<file path="src/rtl/guess_pkg.sv">
// Shared encodings for the number-guessing game: FSM states, LCD message
// codes and keypad codes, plus decode helpers used by the controller.
package guess_pkg;

  typedef enum logic [2:0] {
    S_IDLE      = 3'd0,
    S_ENTRY     = 3'd1,
    S_COMPARE   = 3'd2,
    S_SHOW_UP   = 3'd3,
    S_SHOW_DOWN = 3'd4,
    S_CORRECT   = 3'd5,
    S_FAILED    = 3'd6,
    S_RETRY     = 3'd7
  } state_t;

  localparam logic [2:0] MSG_CORRECT   = 3'b000;
  localparam logic [2:0] MSG_FAILED    = 3'b001;
  localparam logic [2:0] MSG_UP        = 3'b010;
  localparam logic [2:0] MSG_DOWN      = 3'b011;
  localparam logic [2:0] MSG_RETRY     = 3'b100;
  localparam logic [2:0] MSG_START     = 3'b101;
  localparam logic [2:0] MSG_ENTER_NUM = 3'b110;

  localparam logic [3:0] KEY_ENTER = 4'hA;
  localparam logic [3:0] KEY_CLEAR = 4'hB;

  function automatic logic [2:0] state_msg(input state_t s);
    case (s)
      S_IDLE:      state_msg = MSG_START;
      S_ENTRY,
      S_COMPARE:   state_msg = MSG_ENTER_NUM;
      S_SHOW_UP:   state_msg = MSG_UP;
      S_SHOW_DOWN: state_msg = MSG_DOWN;
      S_CORRECT:   state_msg = MSG_CORRECT;
      S_FAILED:    state_msg = MSG_FAILED;
      default:     state_msg = MSG_RETRY;
    endcase
  endfunction

  function automatic logic state_busy(input state_t s);
    state_busy = (s == S_COMPARE) || (s == S_SHOW_UP) || (s == S_SHOW_DOWN) ||
                 (s == S_CORRECT) || (s == S_FAILED);
  endfunction

endpackage

</file>
<file path="src/rtl/hold_timer.sv">
// Message hold timer: start (re)arms the count from 0; done pulses in the
// HOLD_CYCLES-th cycle after start, so the owning state lasts exactly that long.
module hold_timer #(
  parameter int HOLD_CYCLES = 1024
) (
  input  logic clk,
  input  logic resetn,
  input  logic start,
  output logic done
);

  localparam int CW = (HOLD_CYCLES > 1) ? $clog2(HOLD_CYCLES) : 1;
  localparam logic [CW-1:0] LAST = CW'(HOLD_CYCLES - 1);

  logic [CW-1:0] cnt;
  logic          run;

  assign done = run && (cnt == LAST);

  always_ff @(posedge clk or negedge resetn) begin
    if (!resetn) begin
      cnt <= '0;
      run <= 1'b0;
    end else if (start) begin
      cnt <= '0;
      run <= 1'b1;
    end else if (run) begin
      if (done) begin
        cnt <= '0;
        run <= 1'b0;
      end else begin
        cnt <= cnt + 1'b1;
      end
    end
  end

endmodule

</file>
<file path="src/rtl/guess_game_ctrl.sv">
// Number-guessing game controller: keypad entry of a 0..99 guess against a
// secret sampled from a free-running counter, with timed LCD messages.
module guess_game_ctrl
  import guess_pkg::*;
#(
  parameter int MAX_TRIES   = 7,
  parameter int HOLD_CYCLES = 1024
) (
  input  logic       clk,
  input  logic       resetn,
  input  logic       key_valid,
  input  logic [3:0] key_code,
  output logic [2:0] output_command,
  output logic [3:0] tries_left,
  output logic [6:0] guess_value,
  output logic       busy
);

  state_t     state;
  logic [6:0] secret_ctr;
  logic [6:0] secret;
  logic [1:0] digit_cnt;
  logic       hold_done;

  logic       is_digit;
  logic [3:0] tries_dec;

  assign is_digit       = (key_code <= 4'd9);
  assign tries_dec      = tries_left - 4'd1;
  assign output_command = state_msg(state);
  assign busy           = state_busy(state);

  // Every hold state is entered from COMPARE, so that is where the timer is armed.
  hold_timer #(.HOLD_CYCLES(HOLD_CYCLES)) u_hold (
    .clk    (clk),
    .resetn (resetn),
    .start  (state == S_COMPARE),
    .done   (hold_done)
  );

  always_ff @(posedge clk or negedge resetn) begin
    if (!resetn) secret_ctr <= '0;
    else         secret_ctr <= (secret_ctr == 7'd99) ? 7'd0 : secret_ctr + 7'd1;
  end

  always_ff @(posedge clk or negedge resetn) begin
    if (!resetn) begin
      state       <= S_IDLE;
      secret      <= '0;
      tries_left  <= '0;
      guess_value <= '0;
      digit_cnt   <= '0;
    end else begin
      case (state)
        S_IDLE: if (key_valid) begin
          secret      <= secret_ctr;
          tries_left  <= 4'(MAX_TRIES);
          guess_value <= '0;
          digit_cnt   <= '0;
          state       <= S_ENTRY;
        end
        S_ENTRY: if (key_valid) begin
          if (is_digit) begin
            // Keep only the last two digits typed.
            guess_value <= (guess_value % 7'd10) * 7'd10 + {3'b000, key_code};
            digit_cnt   <= (digit_cnt == 2'd2) ? 2'd2 : digit_cnt + 2'd1;
          end else if (key_code == KEY_CLEAR) begin
            guess_value <= '0;
            digit_cnt   <= '0;
          end else if (key_code == KEY_ENTER && digit_cnt != 2'd0) begin
            state <= S_COMPARE;
          end
        end
        S_COMPARE: begin
          tries_left <= tries_dec;
          if (guess_value == secret)  state <= S_CORRECT;
          else if (tries_dec == 4'd0) state <= S_FAILED;
          else if (guess_value < secret) state <= S_SHOW_UP;
          else                        state <= S_SHOW_DOWN;
        end
        S_SHOW_UP, S_SHOW_DOWN: if (hold_done) begin
          guess_value <= '0;
          digit_cnt   <= '0;
          state       <= S_ENTRY;
        end
        S_CORRECT, S_FAILED: if (hold_done) state <= S_RETRY;
        S_RETRY: if (key_valid) begin
          if (key_code == KEY_ENTER) begin
            secret      <= secret_ctr;
            tries_left  <= 4'(MAX_TRIES);
            guess_value <= '0;
            digit_cnt   <= '0;
            state       <= S_ENTRY;
          end else if (key_code == KEY_CLEAR) begin
            state <= S_IDLE;
          end
        end
        default: state <= S_IDLE;
      endcase
    end
  end

endmodule

</file>
<file path="config.mk">
export PLATFORM = sky130hd
export DESIGN_NAME = guess_game_ctrl
export DESIGN_NICKNAME = d
export VERILOG_FILES = /design/src/rtl/guess_pkg.sv /design/src/rtl/hold_timer.sv /design/src/rtl/guess_game_ctrl.sv
export SDC_FILE = /design/constraint.sdc
export NUM_CORES = 1
export LEC_CHECK = 0
export ABC_AREA = 1
export CORE_UTILIZATION = 63
export CTS_CLUSTER_DIAMETER = 80
export DETAILED_ROUTE_END_ITERATION = 8
export GPL_TIMING_DRIVEN = 0
export PLACE_DENSITY = 0.89
export RECOVER_POWER = 100
export REMOVE_ABC_BUFFERS = 1
export SLEW_MARGIN = 20
export SYNTH_ARGS = -nofsm -noshare
export SYNTH_HDL_FRONTEND = slang
export SYNTH_SLANG_ARGS = --single-unit
</file>
<file path="constraint.sdc">
create_clock -name clk -period 9.4 [get_ports clk]
set_input_delay 1.41 -clock clk [delete_from_list [all_inputs] [get_ports clk]]
set_output_delay 1.41 -clock clk [all_outputs]
set_load 0.01 [all_outputs]
</file>
---- Word level (Yosys, flattened, before mapping) ----
Index checks and enable logic that the tools add are counted.
storage, ports and cells
  output and inout port bits .............. 15
  memory bits (read-only) ................. 0
  bits in latches ......................... 0
  memory bits (writable) .................. 0
  word-level logic and storage cells ...... 108
  bits in registers ....................... 41
  bits of input ports ..................... 7
  memories ................................ 0
operators by class
  muxes and demuxes ....................... 47
  order comparisons ....................... 2
  eq/ne operators ......................... 24
  multiply operators ...................... 1
  shift-type cells ........................ 0
  add/subtract/negate cells ............... 5
  reduce and logical (&&, ||, !) cells .... 20
  divide/modulo/power cells ............... 1
  bitwise operators ....................... 0
operator list
  operator                 number
  $mux W7                  11
  $mux W3                  13
  $pmux W3 S6              2
  $mux W10                 3
  $pmux W7 S4              1
  $ne A2 B2 Y1 const B     9
  $mux W2                  8
  $pmux W7 S2              1
  $eq A3 B3 Y1 const B     4
  $mux W4                  3
  $pmux W4 S3              1
  $add A10 B1 Y10 const B  1
  $eq A10 B10 Y1 const B   1
  $reduce_and A9 Y1        1
  $eq A4 B4 Y1 const B     2
  $pmux W2 S4              1
  $reduce_and A4 Y1        2
  $add A7 B1 Y7 const B    1
  $add A7 B4 Y7            1
  $eq A7 B7 Y1             1
  $eq A7 B7 Y1 const B     1
  $lt A7 B7 Y1             1
  $mod A7 B4 Y7 const B    1
  $mul A7 B3 Y6 const B    1
  other kinds (17)         29

---- Longest topological paths before layout ----
Gate-level depths: netlist of the first run.
  depth after elaboration ................. 7
  mapped depth ............................ 30
  depth with buffers taken out ............ 30

---- Hierarchy ----
From an unflattened synthesis of the first run, not the netlist that was laid out.
second synthesis, totals
  cell total of the unflattened synthesis .. 385
  area, all modules ....................... 2915.3 µm²
by module, submodules not included
  module           area an instance (µm²)  cells each  times used
  guess_game_ctrl  2308.5                  311         1
  hold_timer       606.8                   74          1

---- Worst setup path before layout of the first run ----
Ideal clock, no wire load.
  path kind ............................... register to register
  start point ............................. register guess_value[4]
  end point ............................... register guess_value[6]
  path slack .............................. 5.693 ns
  period minus slack after synthesis ...... 3.707 ns
  arrival time ............................ 3.590 ns
  setup time .............................. 0.117 ns
  required time ........................... 9.283 ns
  stages on the path, launching flop included .. 25
  cells stage by stage .................... dfrtp_1 > inv_1 > nand3_1 > nand3_2 > nand2_2 > nand3_1 > nand3_2 > nand2_2 > nand3_1 > nand2_1 > inv_1 > ha_1 > nand3b_2 > nand3_4 > xor2_1 > ha_1 > ha_1 > inv_1 > fa_1 > nor2_1 > inv_1 > nand3_1 > nand3_1 > nand3_1 > nand2_1
on the way
  longest elaborated chain between the ends .. 6
RTL lines
  item                    line                   source
  start, declared         guess_game_ctrl.sv:15  output logic [6:0] guess_value,
  start signal, assigned  guess_game_ctrl.sv:65  guess_value <= (guess_value % 7'd10) * 7'd10 + {3'b000, key_code};
  $mod A7 B4 Y7           guess_game_ctrl.sv:65
  $mul A7 B3 Y6           guess_game_ctrl.sv:65
  $add A7 B4 Y7           guess_game_ctrl.sv:65
  $mux W7                 guess_game_ctrl.sv:63  if (is_digit) begin
  $mux W7                 guess_game_ctrl.sv:62  S_ENTRY: if (key_valid) begin
  $pmux W7 S4             guess_game_ctrl.sv:54  case (state)
Every way passes these cells. The select of a mux whose other input is x is not followed.
A chain may end at the register's enable or synchronous reset.

---- Final worst setup path of the first run ----
Same ends and word-level chain as after synthesis.

==> out/results.tsv, run 1 <==
metric	value	unit
fillerInstances	338	
cap_violations	1	
dp_hpwl	4.472	mm
synth_area_leaders	dfrtp_1, inv_1, ha_1, nand2_1, o21ai_0	
ios	22	
drive_above_1_share	0.06747	
cp-start-kind	flop	
grt_start_max_net_pins	34	
via_count	2594	
yosysSeqAreaShare	0.3556	
final-setup-viol-count	0	
crit_family	simple AND/OR/NAND/NOR gates	
p_sw_frac	0.4742	
gp_congestion	0.8988	
p_leak	0.001705	uW
hold_class	reg -> reg	
critPathSlowestCell	dfrtp_1	
die_h	69.68	um
grt_pass1_vias	2443	
slew_violations	34	
crit_chain	inv_1 > a21oi_1 > nand2_1 > nand3_1 > nand3_2 > nand2_1 > nand3_1 > nand2_1 > inv_1 > ha_1 > nand3b_2 > nand3_1 > xor2_1 > ha_1 > ha_1 > inv_1 > fa_1 > nor2_1 > inv_1 > nand3_1 > nand3_1 > nand3_1 > nand2_1	
status	complete, but fails checks	
tightest_slew	1.719	ns
ys_ff_latch	41	
synth_top_area_frac	0.3556	
hold_buffers	0	
vdd.ir_drop.worst	0.0001651	V
p_per_area	362.1	nW/um^2
yosysUniqueCellTypes	37	
p_sw	558.3	uW
multi_input_area	1523	sq um
h-tree-depth	2	
end_kind	flop	
cts_sinks	41	
cpMostUsedCell	nand3_1	
clock_skew	0.007031	ns
drtIter0Drc	195	
required	9.60	ns
drc	0	
relSlewSlack	-0.1461	
die_w	69.68	um
p_int	619.1	uW
clk_pin_slew_worst_paths	0.09	ns
rsz0062_at_grt	no	
critical_path_class	reg -> reg	
fin_crit	4.355	ns
start_util	0.6581	
area_delta_synth_final	12.71	%
timing.hold.ws	0.5029	ns
yosys.area.top_type	dfrtp_1	
diodes	0	
gr-total-overflow	0	
viasPerCell	5.555	
yosysWarnings	0	
track_usage	0.2717	
wl	6.031	mm
holdPathStages	1	
drt_pass1_iterations	5	
clock_latency	0.30	ns
layout.area.seq	1026	sq um
synth_area	2885	sq um
antenna_left	0	
numCtsBuffers	5	
crit_path_max_incr_delay	0.45	ns
dieArea	4855	sq um
cts_buffer_depth	2	
num_rows	24	
p_clk_frac	0.145	
synth_cells	388	
cts_tree	done	
post_cts_resized	0	
crit_fanout	5	
reg2reg_depth	23	
violations	capacitance limit, slew limit	
hold_viol	0	
port_buffers	21	
grt_pass1_wl	10.61	mm
core-area	4384	sq um
setup_tns	0	ns
arrival	4.55	ns
post_cts_buffers	0	
layout.nets	445	
crit_cells	23	
path_buf_inv	4	
placedCellCount	459	
stdcell_count	467	
antenna_found_initial	0	
power	1177	uW
clockRootBuffer	clkbuf_8	
fmax	0.2296	GHz
p_seq_frac	0.229	
avgSynthCellArea	7.436	sq um
avgRoutedWirePerCell	12.91	um
finalCritPeriodShare	0.4633	
comb_power_share	0.626	
routing by layer:
metal  GRT usage  vias up  share of wire
li1            -     1301              -
met2      0.4444       87           0.47
met4     0.07556        0          0.015
met3     0.06105       10          0.062
met1      0.3649     1196           0.45
met5           0        -              0
worst register-to-register path: stages (launching register included):
cell and delay [ns]:
dfrtp_1 0.45, inv_1 0.12, a21oi_1 0.21, nand2_1 0.15
nand3_1 0.16, nand3_2 0.09, nand2_1 0.14, nand3_1 0.16
nand2_1 0.14, inv_1 0.08, ha_1 0.19, nand3b_2 0.22
nand3_1 0.23, xor2_1 0.32, ha_1 0.31, ha_1 0.19
inv_1 0.06, fa_1 0.44, nor2_1 0.18, inv_1 0.06
nand3_1 0.09, nand3_1 0.09, nand3_1 0.11, nand2_1 0.05
state kept, by name (all words and copies together) (netlist names):
| register | cells |
|---|---|
| u_hold.cnt | 10 |
| guess_value | 7 |
| secret | 7 |
| secret_ctr | 7 |
| tries_left | 4 |
| state | 3 |
| digit_cnt | 2 |
| u_hold.run | 1 |
through the flow:
step           setup WS (ns)    util  cell area, sq um
2_1_floorplan          5.693       -              2874
3_3_place_gp           5.372  0.7183              3149
3_5_place_dp           5.268  0.7217              3164
4_1_cts                5.243  0.7523              3298
5_1_grt                4.668  0.7417              3252
6_report               5.045  0.7417              3252
synthesized netlist by cell type (all sizes together):
library cell	n
a211oi	1
a21boi	1
a21oi	21
a22oi	1
and3	1
clkbuf	3
dfrtp	41
fa	2
ha	22
inv	79
mux2	1
nand2	82
nand3	25
nand3b	4
nand4	7
nor2	33
nor3	10
nor4	4
o211ai	1
o21a	1
o21ai	30
o21bai	1
o221a	1
o22ai	5
o311ai	1
or2	2
xnor2	1
xor2	7
final cells by class:
class / count / share of cell area
clock buffer: 5 / 0.02116
sequential: 41 / 0.3155
clock inverter: 3 / 0.02001
tap: 52 / 0.02001
multi-input combinational: 265 / 0.4683
timing repair buffer: 22 / 0.06387
inverter: 79 / 0.09119
kinds of logic (layout without fill, tap and decap cells):
logic type                 after synthesis  after routing  share of synthesized area
muxes                                    1              1                   0.003903
and+or+nand+nor                        168            168                     0.2758
adders and majority gates               24             24                     0.1093
xor gates and xnor gates                 8              8                    0.02429
AOI/OAI and AO/OA                       64             64                     0.1245
buffers and inverters                   82            109                     0.1067
DFF                                     41             41                     0.3556
placed cells by master, fill, tap and decap left out, types with 2 or more instances in the layout:
master	n
a21oi_1	20
clkdlybuf4s50_1	4
nor4_1	4
clkbuf_8	5
nor3_1	10
o22ai_1	5
clkbuf_1	2
fa_1	2
nand3_2	2
xor2_1	7
dlygate4sd3_1	16
bufinv_16	2
nand3b_1	3
nand2_1	73
inv_1	78
nand3_1	23
o21ai_0	30
dfrtp_1	41
nor2_1	33
nand4_1	6
nand2_2	9
ha_1	22
or2_2	2
power by group through the flow:
stage	sequential (uW)	clock (uW)	combinational, uW
2_1_floorplan	270	0	553
3_3_place_gp	271	0	711
3_5_place_dp	273	0	745
4_1_cts	270	171	755
5_1_grt	277	179	834
6_report	270	170	737
final timing paths:
kind,slack (ns),end,from
min,0.50,secret_ctr[0],secret_ctr[0]
min reg2reg,0.50,secret_ctr[0],secret_ctr[0]
max reg2reg,5.05,guess_value[6],guess_value[4]
min in group asynchronous,1.02,guess_value[2],resetn
max,5.05,guess_value[6],guess_value[4]
max in group asynchronous,6.43,secret_ctr[0],resetn
(Power assumes the default switching activity.)
==> run 2: changes to the inputs <==
CORE_UTILIZATION = 53   (was 63)
PLACE_DENSITY = 0.8   (was 0.89)
clock period = 3.8 ns   (was 9.4 ns; I/O delays follow)
==> run 2 against run 1 <==
Total power grew to 2.9 times the previous value. The run ends with capacitance limit, slew limit, setup timing left. Largest cell class unchanged. Clock power rose by 110%. Sequential share of layout area fell by 3.3 points. First-iteration DRC count increased by 1.0%.
==> out/results.tsv, run 2 (synthesized netlist as in run 1, its figures left out) <==
metric	value	unit	change
drtIter0Drc	197		+1.0%
clockRootBuffer	clkbuf_8		
required	4.00	ns	-5.60 ns
critPathSlowestCell	dfrtp_1		
tightest_slew	1.601	ns	-0.1183 ns
timing.hold.ws	0.2599	ns	-0.2430 ns
avgRoutedWirePerCell	13.82	um	+7.0%
gr-total-overflow	0		unchanged
wl	6.977	mm	+16%
drive_above_1_share	0.1816		+0.1141
area_delta_synth_final	26.24	%	
top_layer	met4		
end_kind	flop		
p_int	1766	uW	+190%
grt_pass1_vias	2405		-1.6%
p_seq_frac	0.197		-0.032
num_rows	26		+8.3%
crit_path_max_incr_delay	0.44	ns	about the same
numCtsBuffers	5		unchanged
largest_register	u_hold.cnt		
arrival	4.11	ns	-0.44 ns
h-tree-depth	2		unchanged
comb_power_share	0.700		+0.074
p_sw	1680	uW	+200%
status	complete, but fails checks		
multi_input_area	1755	sq um	+15%
cts_tree	done		
wl_met2	3.313	mm	+16%
via_count	2699		+4.0%
slew_violations	31		-8.8%
fin_crit	3.915	ns	-0.4394 ns
fillerInstances	379		+12%
port_buffers	21		unchanged
drt_pass1_iterations	5		unchanged
core-area	5172	sq um	+18%
die_w	75.78	um	+8.8%
gp_congestion	0.8948		-0.45%
clock_latency	0.30	ns	about the same
start_util	0.5578		-0.1003
rsz0062_at_grt	yes		
drc	0		unchanged
dieArea	5743	sq um	+18%
final-setup-viol-count	1		+1
cpMostUsedCell	nand2_4		
finalCritPeriodShare	1.030		+0.5671
clk_pin_slew_worst_paths	0.08	ns	about the same
p_leak	0.001838	uW	+7.8%
critical_path_class	reg -> reg		
p_per_area	946.2	nW/um^2	+160%
layout_common_cells	inv_1, nand2_1, dfrtp_1		
cts_buffer_depth	2		unchanged
wl_met3	414	um	+11%
clock_skew	0.003250	ns	-0.003781 ns
hold_viol	0		unchanged
diodes	0		unchanged
viasPerCell	5.345		-3.8%
relSlewSlack	-0.06722		+0.07888
place_ws	-0.3073	ns	-5.575 ns
grt_pass1_wl	10.10	mm	-4.8%
layout.nets	465		+4.5%
p_clk_frac	0.104		-0.041
crit_fanout	5		unchanged
track_usage	0.2301		-0.04158
antenna_left	0		unchanged
fmax	0.2554	GHz	+11%
cap_violations	1		unchanged
largest_register_ffs	10		unchanged
cp-start-kind	flop		
final_util	0.7042		-0.03756
ios	22		unchanged
grt_start_max_net_pins	31		-8.8%
layout_commonest_cell	inv_1		
p_sw_frac	0.4874		+0.01323
layout.area.seq	1028	sq um	+0.24%
worst_slack	-0.1152	ns	-5.161 ns
violations	capacitance limit, slew limit, setup timing		
vdd.ir_drop.worst	0.0004445	V	+170%
cts_sinks	41		unchanged
antenna_found_initial	0		unchanged
dp_hpwl	4.521	mm	+1.1%
hold_class	in -> async		
wl_met1	3.052	mm	+13%
die_h	75.78	um	+8.8%
## run 2: cell count changes in the layout (fill, tap and decap cells not counted), sizes merged
cell | before | now
buf | 0 | 20
clkdlybuf4s50 | 4 | 14
dlygate4sd3 | 16 | 6
bufinv | 2 | 1
clkbuf | 7 | 8
## run 2: worst paths after layout
kind                                start        endpoint  slack, ns  cells after the start
setup / recovery           guess_value[4]  guess_value[6]      -0.12                     30
hold / removal                     resetn        state[1]       0.26                      1
setup reg to reg           guess_value[4]  guess_value[6]      -0.12                     30
hold reg to reg             secret_ctr[0]   secret_ctr[0]       0.49                      1
max in group asynchronous          resetn   tries_left[3]       1.64                      2
min in group clk            secret_ctr[0]   secret_ctr[0]       0.49                      1
## run 2: worst max-delay path, delay by kind of cell (launching register included)
family                   cells  cell delay (ns)
adder cells (fa/ha/maj)      4             0.94
buffers and inverters        6             0.42
AND/OR/NAND/NOR             19             1.78
XOR/XNOR                     1             0.22
flip-flops                   1             0.44
## run 2: repair_timing
item                       4_1_cts  5_1_grt
pin swaps                        3       19
setup endpoints to repair        2        2
hold buffers                     0        0
gates resized for setup         13       38
setup buffers                    6       14
## run 2: metal layers
| layer | vias up | global-route usage |
|---|---|---|
| met4 | 0 | 0.04733 |
| met2 | 83 | 0.3894 |
| li1 | 1349 | - |
| met3 | 21 | 0.03704 |
| met1 | 1246 | 0.3121 |
| met5 | - | 0 |
## run 2: power by group through the flow
stage	registers (uW)	clock network [uW]	logic, uW
finish	677	357	2410
detailed placement	679	0	1820
global route	694	375	2690
CTS	672	362	1930
floorplan	667	0	1370
global placement	674	0	1770
## run 2: final cells by class
class	count	share of cell area
clock inverter	2	0.01065
inverter	79	0.08279
multi-input combinational	265	0.4820
clock buffer	6	0.01992
tap	70	0.02405
sequential	41	0.2824
timing repair buffer	42	0.09825
## run 2: metrics by stage
step,instance area (sq um),setup TNS [ns],instances,total power (uW)
floorplan,2874,0,385,2035
global placement,3172,-0.2376,476,2444
detailed placement,3187,-0.3713,477,2498
CTS,3390,0,491,2963
global route,3642,-0.3947,505,3757
finish,3642,-0.1152,505,3446
